## src/rtl/instr_queue.sv

```systemverilog
// Instruction queue between fetch/decode and dispatch: a circular FIFO of
// decoded control words and their debug words, with flush and zero-latency head read.

package tomasula_types;
  typedef struct packed {
    logic [31:0] pc;
    logic [6:0]  opcode;
    logic [2:0]  funct3;
    logic [6:0]  funct7;
    logic [4:0]  rs1;
    logic [4:0]  rs2;
    logic [4:0]  rd;
    logic [31:0] imm;
    logic        regf_we;
  } control_word;
endpackage

package rv32i_types;
  typedef struct packed {
    logic        valid;
    logic [63:0] order;
    logic [31:0] inst;
    logic [4:0]  rs1_addr;
    logic [4:0]  rs2_addr;
    logic [4:0]  rd_addr;
    logic [31:0] pc_rdata;
    logic [31:0] pc_wdata;
  } rvfi_word;
endpackage

module instr_queue
  import tomasula_types::*;
  import rv32i_types::*;
#(
  parameter int DEPTH = 8
) (
  input  logic                     clk,
  input  logic                     rst,
  input  logic                     ld_iq,
  input  control_word              control_word_in,
  input  rvfi_word                 rvfi_in,
  output logic                     iq_ack,
  input  logic                     flush_ip,
  output logic                     issue_valid,
  input  logic                     issue_ready,
  output control_word              control_word_out,
  output rvfi_word                 rvfi_out,
  output logic                     iq_full,
  output logic                     iq_empty,
  output logic [$clog2(DEPTH):0]   count
);

  localparam int PTR_W = $clog2(DEPTH);
  localparam int CNT_W = PTR_W + 1;

  logic [PTR_W-1:0] head_q, head_d;
  logic [PTR_W-1:0] tail_q, tail_d;
  logic [CNT_W-1:0] count_q, count_d;

  control_word cw_mem_q   [DEPTH];
  rvfi_word    rvfi_mem_q [DEPTH];

  logic enq, deq;

  // Handshakes: enqueue fires when ld_iq and iq_ack are both high; dequeue fires
  // when issue_valid and issue_ready are both high. Each transfers exactly one entry
  // at the next rising edge, and a held request simply retries until it fires.
  assign iq_full     = (count_q == CNT_W'(DEPTH));
  assign iq_empty    = (count_q == '0);
  assign iq_ack      = ld_iq & ~iq_full & ~flush_ip & ~rst;
  assign issue_valid = ~iq_empty & ~flush_ip;

  assign enq = iq_ack;
  assign deq = issue_valid & issue_ready & ~rst;

  // Head is read straight from storage; a freshly written entry appears next cycle.
  assign control_word_out = cw_mem_q[head_q];
  assign rvfi_out         = rvfi_mem_q[head_q];
  assign count            = count_q;

  always_comb begin
    head_d  = head_q;
    tail_d  = tail_q;
    count_d = count_q;
    if (flush_ip) begin
      head_d  = '0;
      tail_d  = '0;
      count_d = '0;
    end else begin
      if (enq) tail_d = tail_q + PTR_W'(1);
      if (deq) head_d = head_q + PTR_W'(1);
      case ({enq, deq})
        2'b10:   count_d = count_q + CNT_W'(1);
        2'b01:   count_d = count_q - CNT_W'(1);
        default: count_d = count_q;
      endcase
    end
  end

  always_ff @(posedge clk) begin
    if (rst) begin
      head_q  <= '0;
      tail_q  <= '0;
      count_q <= '0;
    end else begin
      head_q  <= head_d;
      tail_q  <= tail_d;
      count_q <= count_d;
    end
  end

  // Payload storage is not architectural, so it is never cleared.
  always_ff @(posedge clk) begin
    if (enq) begin
      cw_mem_q[tail_q]   <= control_word_in;
      rvfi_mem_q[tail_q] <= rvfi_in;
    end
  end

endmodule

```

## config.mk

```make
export PLATFORM = sky130hd
export DESIGN_NAME = instr_queue
export DESIGN_NICKNAME = d
export VERILOG_FILES = /design/src/rtl/instr_queue.sv
export SDC_FILE = /design/constraint.sdc
export NUM_CORES = 2
export LEC_CHECK = 0
export ABC_AREA = 1
export ABC_CLOCK_PERIOD_IN_PS = 29700
export CORE_MARGIN = 10
export CORE_UTILIZATION = 45
export CTS_BUF_LIST = sky130_fd_sc_hd__clkbuf_8
export DETAILED_ROUTE_END_ITERATION = 10
export SETUP_SLACK_MARGIN = 0.4
export SLEW_MARGIN = 5
export SYNTH_ARGS = -nofsm -noshare
export SYNTH_HDL_FRONTEND = slang
export SYNTH_SLANG_ARGS = --single-unit
```

## constraint.sdc

```tcl
create_clock -name clk -period 29.7 [get_ports clk]
set_input_delay 2.97 -clock clk [delete_from_list [all_inputs] [get_ports clk]]
set_output_delay 2.97 -clock clk [all_outputs]
set_load 0.05 [all_outputs]
```

==> results.json <==
{
  "run_status": "completed",
  "io_buffers": 558,
  "clockRootBuffer": "clkbuf_8",
  "crit_family": "buffers and inverters",
  "grt_pass1_vias": 50969,
  "start_util": 0.453,
  "cp-end-kind": "output port",
  "synth_edf_count": 2184,
  "dieArea_um2": 207000,
  "dr.pass1.iters": 7,
  "final_max_slew_viol_count": 0,
  "num_vias": 51609,
  "track_usage": 0.203,
  "area_delta_synth_final_pct": 16.7,
  "ys_seq_area_frac": 0.772,
  "ctsResizeCount": 0,
  "ys_async_sr_fraction": 0,
  "place.gp.congestion": 0.772,
  "cts_setup_buffers": 0,
  "grt.overflow.total": 0,
  "worst_slew_pin_slew_ns": 1.23,
  "max_stage_delay_ns": 0.88,
  "syn-instance-count": 6228,
  "clock_insertion_delay_worst_skew_ns": 1.05,
  "worstSetupStartpointType": "register",
  "cellPowerDensity_nw_per_um2": 61.0,
  "synth.top_cell.area_share": 0.769,
  "layout_worst_path_cycle_share": 0.318,
  "grt_max_degree": 221,
  "ant_nets": 0,
  "antenna_found_initial": 63,
  "hp-class": "reg -> reg",
  "clkTransAtPathRegs_ns": 0.06,
  "path_class": "reg -> out",
  "rsz0062_at_grt": "false",
  "slew_headroom": 0.183,
  "synth.most_common_cell": "edfxtp_1",
  "die_y_um": 455,
  "fin_crit_ns": 9.46,
  "die_width_um": 455,
  "cts_buffer_depth": 4,
  "placed_cells": 8962,
  "h-tree-depth": 5,
  "timing.final.ws_setup_ns": 20.24,
  "fmax_mhz": 106,
  "hold_viol_final": 0,
  "worstPathCellList": "buf_4 -> buf_12 -> buf_4 -> buf_4 -> o21ai_0 -> o22ai_1 -> nand2_1 -> nand2_1 -> clkdlybuf4s50_1",
  "drc": 0,
  "synth_area_leaders": "edfxtp_1 77%, o21ai_0 5.0%, nor2_1 4.9%",
  "slowest_stage": "buf_4",
  "cp.arrival_ns": 6.49,
  "io_pins": 559,
  "setup-violations-final": 0,
  "ys.warnings.count": 0,
  "yosysTopAreaCell": "edfxtp_1",
  "synthFlopType": "edfxtp_1",
  "yosys-top-cells-count": "2184 x edfxtp_1, 1109 x nor2_1, 848 x o21ai_0",
  "leakage_uw": 0.0330,
  "nets": 7126,
  "drive_gt1_frac": 0.0715,
  "skew_ns": 0.0663,
  "routed_wl_mm": 217,
  "final_cells": 9625,
  "rows": 159,
  "hold_buffers": 0,
  "dpl.hpwl_mm": 115,
  "crit_top_cell": "buf_4",
  "cp_num_buf_inv": 5,
  "maxCapViolCount": 0,
  "fp.coreArea_um2": 188000,
  "syn_avg_cell_area_um2": 13.7,
  "setup_tns_ns": 0,
  "post_synth_num_cell_types": 23,
  "grt_pass1_wl_mm": 323,
  "crit_fanout": 168,
  "cts_tree": "done",
  "ir_drop_mv": 0.0579,
  "wire_per_inst_um": 22.5,
  "syn_area_um2": 85300,
  "dpl_worst_slack_ns": 21.35,
  "drtIter0Drc": 4067,
  "routed_via_density": 5.36,
  "synth-seq-cells": 2197,
  "clkSinkCount": 2197,
  "whs_ns": 0.514,
  "worstPathRequired_ns": 26.73,
  "cts_made_buffers": 374,
  "synth_nets": 6511
}
worst register-to-register path: cells and delay by family, from the launching register on:
family | cells | cell delay, ns
simple gates | 6 | 1.45
flops | 1 | 0.44
buf+inv | 3 | 2.57
cell type report:
type | count | area [um2]
Antenna cell | 25 | 62.6
Multi-Input combinational cell | 3617 | 17500
Clock inverter | 260 | 1350
Inverter | 22 | 97.6
Sequential cell | 2197 | 65900
Timing Repair Buffer | 631 | 6310
Fill cell | 15887 | 88700
Tap cell | 2495 | 3120
Clock buffer | 378 | 5200
cell usage in the layout, fill, tap and decap left out, types with 5 or more instances in the layout:
master	count
mux2i_1	273
o21ai_0	848
clkbuf_8	378
nor2_4	8
o22ai_1	273
buf_4	59
clkinv_2	20
buf_12	14
nor2_1	1101
nand2_1	837
dfxtp_1	10
nand3_1	6
clkinv_1	84
diode_2	25
ha_1	5
bufinv_16	11
inv_1	152
a21oi_1	8
edfxtp_1	2184
clkinvlp_4	8
o21ai_1	251
clkdlybuf4s50_1	558
logic make-up after synthesis:
logic type               after synthesis  share of synthesized area
AO/OA/AOI/OAI                       1380                     0.0850
XOR/XNOR                               3                   0.000308
adder cells (fa/ha/maj)                5                   0.000734
buffers and inverters                414                     0.0234
flip-flops                          2197                      0.772
multiplexers                         273                     0.0320
AND/OR/NAND/NOR                     1956                     0.0863
final timing paths:
| kind | startpoint | endpoint | slack, ns | cells past startpoint |
|---|---|---|---|---|
| worst min-delay path | head_q[0]$_SDFFE_PP0P_ | head_q[0]$_SDFFE_PP0P_ | 0.51 | 2 |
| worst max-delay path | register | control_word_out[88] | 20.24 | 9 |
| worst min register to register | head_q[0]$_SDFFE_PP0P_ | head_q[0]$_SDFFE_PP0P_ | 0.51 | 2 |
| worst max register to register | count[1]$_SDFFE_PP0P_ | rvfi_mem_q[4][66]$_DFFE_PP_ | 24.75 | 9 |
sequential cells by signal, indices dropped and copies added, names as in the netlist, named ones only:
register    count
head_q          3
rvfi_mem_q   1408
count           4
cw_mem_q      776
tail_q          3
power breakdown:
part	internal [uW]	switching (uW)	total, uW
clock network	1270	1170	2440
logic	70.4	138	209
registers	3430	3.26	3430
total	4770	1310	6070
metal layers:
metal | routed length (um) | global-route usage | vias up
li1 | - | - | 24028
met2 | 109000 | 0.345 | 1469
met5 | 250 | 0 | -
met1 | 88200 | 0.255 | 25603
met4 | 7090 | 0.0795 | 38
met3 | 12600 | 0.0428 | 471
metrics by stage:
stage | utilization | cell area, um2 | power [uW]
3_5_place_dp | 0.493 | 92900 | 3700
6_report | 0.529 | 99500 | 6070
4_1_cts | 0.528 | 99400 | 6140
2_1_floorplan | - | 85300 | 3590
5_1_grt | 0.529 | 99500 | 6290
3_3_place_gp | 0.493 | 92900 | 3700
Note: power is estimated with default switching activity, not from simulation.
